**src/rtl/prod_accum_pkg.sv**
```systemverilog
// Shared types and sizing helpers for the product accumulator and its consumers.
package prod_accum_pkg;

    // Frame FSM: ACCUM gathers products, HOLD presents a finished sum.
    typedef enum logic {
        ACCUM = 1'b0,
        HOLD  = 1'b1
    } state_e;

    // Width needed to sum len products of two n-bit unsigned operands without wrap.
    function automatic int calc_aw(input int n, input int len);
        return 2 * n + $clog2(len);
    endfunction

endpackage

```
**src/rtl/prod_accum.sv**
```systemverilog
// Frame accumulator: sums LEN unsigned products per frame and presents the
// total on a registered valid/ready port, with one hold cycle per frame.
module prod_accum
    import prod_accum_pkg::*;
#(
    parameter  int N   = 9,
    parameter  int LEN = 8,
    localparam int AW  = calc_aw(N, LEN)
) (
    input  logic            clk,
    input  logic            rst_n,
    input  logic            in_valid,
    output logic            in_ready,
    input  logic [2*N-1:0]  prod,
    output logic            out_valid,
    input  logic            out_ready,
    output logic [AW-1:0]   acc_out,
    output logic            busy
);

    localparam int            CW   = $clog2(LEN);
    localparam logic [CW-1:0] LAST = CW'(LEN - 1);

    state_e          state_q, state_d;
    logic [AW-1:0]   acc_q, acc_d;
    logic [AW-1:0]   acc_out_q, acc_out_d;
    logic [CW-1:0]   cnt_q, cnt_d;
    logic            out_valid_q, out_valid_d;
    logic            accept;
    logic [AW-1:0]   prod_ext;
    logic [AW-1:0]   sum;

    // Handshake and datapath terms; prod only reaches the sum through accepted beats.
    always_comb begin
        accept   = in_valid && (state_q == ACCUM);
        prod_ext = {{(AW - 2 * N){1'b0}}, prod};
        sum      = acc_q + prod_ext;
    end

    // Next-state logic for the frame FSM and the accumulator registers.
    always_comb begin
        state_d     = state_q;
        acc_d       = acc_q;
        acc_out_d   = acc_out_q;
        cnt_d       = cnt_q;
        out_valid_d = out_valid_q;
        case (state_q)
            ACCUM: begin
                if (accept) begin
                    if (cnt_q == LAST) begin
                        acc_out_d   = sum;
                        acc_d       = '0;
                        cnt_d       = '0;
                        out_valid_d = 1'b1;
                        state_d     = HOLD;
                    end else begin
                        acc_d = sum;
                        cnt_d = cnt_q + CW'(1);
                    end
                end
            end
            HOLD: begin
                if (out_ready) begin
                    out_valid_d = 1'b0;
                    state_d     = ACCUM;
                end
            end
            default: begin
                state_d     = ACCUM;
                out_valid_d = 1'b0;
            end
        endcase
    end

    // State registers; reset discards any partial frame and any pending result.
    always_ff @(posedge clk or negedge rst_n) begin
        if (!rst_n) begin
            state_q     <= ACCUM;
            acc_q       <= '0;
            acc_out_q   <= '0;
            cnt_q       <= '0;
            out_valid_q <= 1'b0;
        end else begin
            state_q     <= state_d;
            acc_q       <= acc_d;
            acc_out_q   <= acc_out_d;
            cnt_q       <= cnt_d;
            out_valid_q <= out_valid_d;
        end
    end

    // Outputs depend only on registered state, never on in_valid or out_ready.
    always_comb begin
        in_ready  = (state_q == ACCUM);
        out_valid = out_valid_q;
        acc_out   = acc_out_q;
        busy      = (cnt_q != '0) || out_valid_q;
    end

endmodule

```
**config.mk**
```make
export PLATFORM = sky130hd
export DESIGN_NAME = prod_accum
export DESIGN_NICKNAME = d
export VERILOG_FILES = /design/src/rtl/prod_accum_pkg.sv /design/src/rtl/prod_accum.sv
export SDC_FILE = /design/constraint.sdc
export NUM_CORES = 1
export LEC_CHECK = 0
export BUFFER_PORTS_ARGS = -buffer_cell sky130_fd_sc_hd__buf_4
export CELL_PAD_IN_SITES_DETAIL_PLACEMENT = 0
export CELL_PAD_IN_SITES_GLOBAL_PLACEMENT = 1
export CORE_MARGIN = 8
export CORE_UTILIZATION = 39
export CTS_CLUSTER_SIZE = 8
export DETAILED_ROUTE_END_ITERATION = 10
export MAX_ROUTING_LAYER = met4
export PLACE_DENSITY = 0.75
export SYNTH_ARGS = -nofsm -noshare
export SYNTH_HDL_FRONTEND = slang
export SYNTH_SLANG_ARGS = --single-unit
export TNS_END_PERCENT = 50
```
**constraint.sdc**
```tcl
create_clock -name clk -period 2.54 [get_ports clk]
set_input_delay 0.508 -clock clk [delete_from_list [all_inputs] [get_ports clk]]
set_output_delay 0.508 -clock clk [all_outputs]
set_load 0.1 [all_outputs]
```
# After elaboration in Yosys (flattened, before gate mapping)
# Cells that the tools add are included.
op_classes:
  n_bitwise: 1
  eq_ne: 4
  mux: 10
  n_reduce_logical: 6
  n_addsub: 2
ops:
  columns: ["op", "count"]
  rows:
  - ["21-bit by 18-bit adder with 21-bit output", 1]
  - ["21-bit 2-to-1 mux", 1]
  - ["1-bit 2-to-1 mux", 6]
  - ["3-bit AND reduction", 2]
  - ["2-bit by 1-bit != test with 1-bit output (second input constant)", 2]
  - ["1-bit case mux with 2 select lines", 2]
  - ["3-bit by 1-bit adder with 3-bit output (second input constant)", 1]
  - ["3-bit equality test (second input constant)", 1]
  - ["3-bit 2-to-1 mux", 1]
  - ["3-bit nonzero test", 1]
  - ["2-bit != test (second input constant)", 1]
  - ["2-bit AND reduction", 1]
  - ["1-bit logical AND", 1]
  - ["1-bit logical OR", 1]
  - ["1-bit NOT", 1]
word_totals:
  output_inout_bits: 24
  wordCells: 28
  ff_bits: 47
  inputBits: 22

# Longest topological paths before layout
depth:
  word_depth: 4
  depth_mapped: 8
  mapped_depth_nobuf: 8

# Worst setup path before layout
# OpenSTA, ideal clock, no wires.
synth_timing:
  path_kind: "input-to-reg"
  start: "input prod[0]"
  end: "register acc_out_q[8], in the netlist acc_out[8]"
  cell_stages: 8
  required_time_ps: 2415
  slack_ps: 16
  setup_time_ps: 125
  n_path_buf: 0
  arrival_ps: 2399
  cell_sequence: "ha_1 -> fa_1 -> a21oi_1 -> o21ai_0 -> a2111oi_0 -> nor3_1 -> xor2_1 -> mux2_2"
synth_between:
  elab_chain_len: 1
synth_lines:
  columns: ["item", "line_no", "source"]
  rows:
  - ["start, declared", "prod_accum.sv:14", "input logic [2*N-1:0] prod,"]
  - ["21-bit by 18-bit adder with 21-bit output", "prod_accum.sv:37", "sum = acc_q + prod_ext;"]
  - ["end signal, assigned", "prod_accum.sv:86", "acc_out_q <= acc_out_d;"]
  - ["end, declared", "prod_accum.sv:26", "logic [AW-1:0] acc_out_q, acc_out_d;"]
# No other way between the ends.
# A chain may end at the register's enable or synchronous reset.

# Final worst setup path
layout_timing:
  start: "register acc_q[0]"
  end: "register acc_out_q[8], in the netlist acc_out[8]"
layout_between:
  elab_chain_len: 1
layout_lines:
  columns: ["item", "line_no", "source"]
  rows:
  - ["start, declared", "prod_accum.sv:25", "logic [AW-1:0] acc_q, acc_d;"]
  - ["start signal, assigned", "prod_accum.sv:79", "acc_q <= '0;"]
  - ["start signal, assigned", "prod_accum.sv:85", "acc_q <= acc_d;"]
  - ["21-bit by 18-bit adder with 21-bit output", "prod_accum.sv:37", null]
# No other way between the ends.

==> out/summary.txt <==
commonest non-fill, non-tap cell in the layout -> buf_4
total setup buffers inserted after CTS -> 0
Seq/Total Area, Yosys -> 41.28%
critical path peak fanout -> 4
main flop type after synthesis -> dfrtp_1
via count -> 2470
Final setup viols -> 0
max-cap violation count -> 0
Initial Utilization -> 39.70%
Post-Synth Simple-Gate Area -> 14.62%
slew margin rel. -> 59.16%
row cnt -> 31
crit end category -> flop
RR Startpoint -> acc_q[0]
wire length per cell -> 15.74 um
CTS resizes -> 3
clk_skew -> 0.007928 ns
H-Tree Level Count -> 2
grt ovf -> 0
maximum buffer depth of the clock tree -> 2
largest net degree at the start of global routing -> 48
initial drt markers -> 97
synth warn -> 0
Placer Congestion -> 0.8331
CP arrival -> 2.63 ns
Critical Path Start -> acc_q[0]
CTS clk-pin slew, worst paths -> 0.09 ns
Cell variety after synth -> 51
Post-Synth Adder-Cell Area -> 9.925%
DIE WIDTH -> 101.5 um
Area Overhead vs Synth -> 23.50%
CTS tree -> yes
first-pass GRT wire length -> 12210 um
Post-Syn Nets -> 344
CP max-delay cell -> fa_1
status -> finished clean
Antenna Nets Post-Route -> 0
Sink Count -> 47
Top delay family on crit path -> compound AO/OA/AOI/OAI gates
initial antenna violation count -> 0
layout cells sized above 1 -> 26.39%
Tcrit/Tclk final -> 96.03%
Async S/R FF share, synth -> 100.0%
drt pass-1 iters -> 6
DRC -> 0
Hold Path Class -> in -> async
main combinational cell family by area after synthesis -> compound AO/OA/AOI/OAI gates
n_diodes -> 0
flops & latches, synth -> 47
unrepaired setup endpoints after global routing -> no
Mean Syn Cell Area -> 9.497 um^2
HPWL Detailed -> 5460 um
mux cell area share after synthesis -> 2.767%
crit path time final -> 2.439 ns
Num CTS Buffers -> 5
final hold vios -> 0
XOR/XNOR Fraction of Synth Area -> 4.611%
critical path class -> reg -> reg
die height -> 101.5 um
mapped cell area -> 2849 um^2
Buffers & Inverters on Critical Path -> 0
FMAX -> 0.4100 GHz
EDFF count, synth -> 0
total detailed-routing wirelength -> 7224 um
Hold WS -> 0.2132 ns
crit-path cells -> ha_1 > fa_1 > a21oi_2 > o21ai_2 > a2111oi_1 > nor3_1 > xor2_1 > mux2_2
NumNets Final -> 403
post-synthesis compound-gate area fraction -> 23.10%
Vias/cell -> 5.381
Post-Synthesis Cells -> 300
I/O pins -> 46
max incr delay on CP -> 0.42 ns
Slew Limit Fails -> 0
core box area -> 7176 um^2
vias in the first global route -> 2561
WP data required -> 2.73 ns
# hold bufs at CTS -> 0
Root Buffer Master -> clkbuf_8
most frequent cells in the layout -> buf_4 (67), nand2_1 (59), dfrtp_1 (47)
crit path launch type -> flop
GRT Overall Usage -> 15.22%
Clk Latency, worst-skew pair -> 0.30 ns
die area -> 10300 um^2
I/O Buffers -> 45
worst-margin pin slew -> 0.6126 ns
==> worst paths after layout <==
check	cells after the start	slack (ns)	endpoint
min in group clk	2	0.39	state_q
worst max register to register	8	0.10	acc_out[8]
worst max-delay path	8	0.10	acc_out[8]
max in group asynchronous	1	1.91	acc_q[15]
worst min-delay path	1	0.21	acc_out[10]
worst min register to register	2	0.48	acc_out[7]
==> state kept, by name (all words and copies together) (netlist names) <==
name,flops
acc_out,21
acc_q,21
cnt_q,3
out_valid,1
state_q,1
==> cell families (layout without fill, tap and decap cells) <==
kind of cell / Yosys count / count (layout)
DFF: 47 / 47
xor gates and xnor gates: 15 / 15
AOI/OAI and AO/OA: 92 / 92
adders and majority gates: 22 / 22
buffers and inverters: 22 / 82
muxes: 7 / 7
and+or+nand+nor: 95 / 95
==> cells in the mapped netlist, types with 2 or more instances <==
master / n / area (um^2)
a211o_1: 2 / 17.52
a21o_1: 9 / 67.56
a21oi_1: 19 / 95.09
a221oi_1: 2 / 17.52
a22o_1: 14 / 122.6
a31oi_1: 2 / 12.51
buf_2: 3 / 15.01
buf_6: 2 / 22.52
clkbuf_1: 9 / 33.78
dfrtp_1: 47 / 1176
ha_1: 21 / 262.8
inv_1: 7 / 26.28
mux2_2: 7 / 78.83
nand2_1: 59 / 221.5
nand3_1: 5 / 25.02
nand4_1: 3 / 18.77
nor2_1: 11 / 41.29
nor2b_1: 2 / 12.51
nor3_1: 6 / 30.03
o21a_1: 2 / 15.01
o21ai_0: 19 / 95.09
o21bai_1: 4 / 30.03
o31ai_1: 4 / 30.03
xnor2_1: 7 / 61.31
xor2_1: 8 / 70.07
==> cell type report <==
type | instances | area [um^2]
clock buffers | 8 | 100.1
flip-flops and latches | 47 | 1176
well taps | 99 | 123.9
fillers | 707 | 3657
inverters | 7 | 26.28
repair buffers | 67 | 503.0
multi-input cells | 231 | 1589
==> per-layer routing <==
layer	up-vias	track usage [%]	part of all wire [%]
li1	1206	-	-
met1	1210	19.42	49
met2	47	23.94	46
met3	7	2.887	3.8
met4	0	4.467	1.4
met5	-	-	0
==> worst reg2reg max path, cell delays in order, from the launching register on <==
cell	delay (ns)
dfrtp_1	0.39
ha_1	0.21
fa_1	0.42
a21oi_2	0.21
o21ai_2	0.12
a2111oi_1	0.42
nor3_1	0.12
xor2_1	0.17
mux2_2	0.27
==> metrics by stage <==
stage	instance area [um^2]	worst slack, ns	std cells	utilization (%)	TNS [ns]
2_1_floorplan	2849	0.01579	300	-	0
3_3_place_gp	3397	-0.3059	451	47.34	-1.528
3_5_place_dp	3397	-0.3381	451	47.34	-1.975
4_1_cts	3502	0.006445	459	48.81	0
5_1_grt	3518	0.01007	459	49.03	0
6_report	3518	0.1009	459	49.03	0
Power is left out: the tool's default activity adds up to more than one toggle a clock period on the data nets, which glitch-free logic cannot reach.
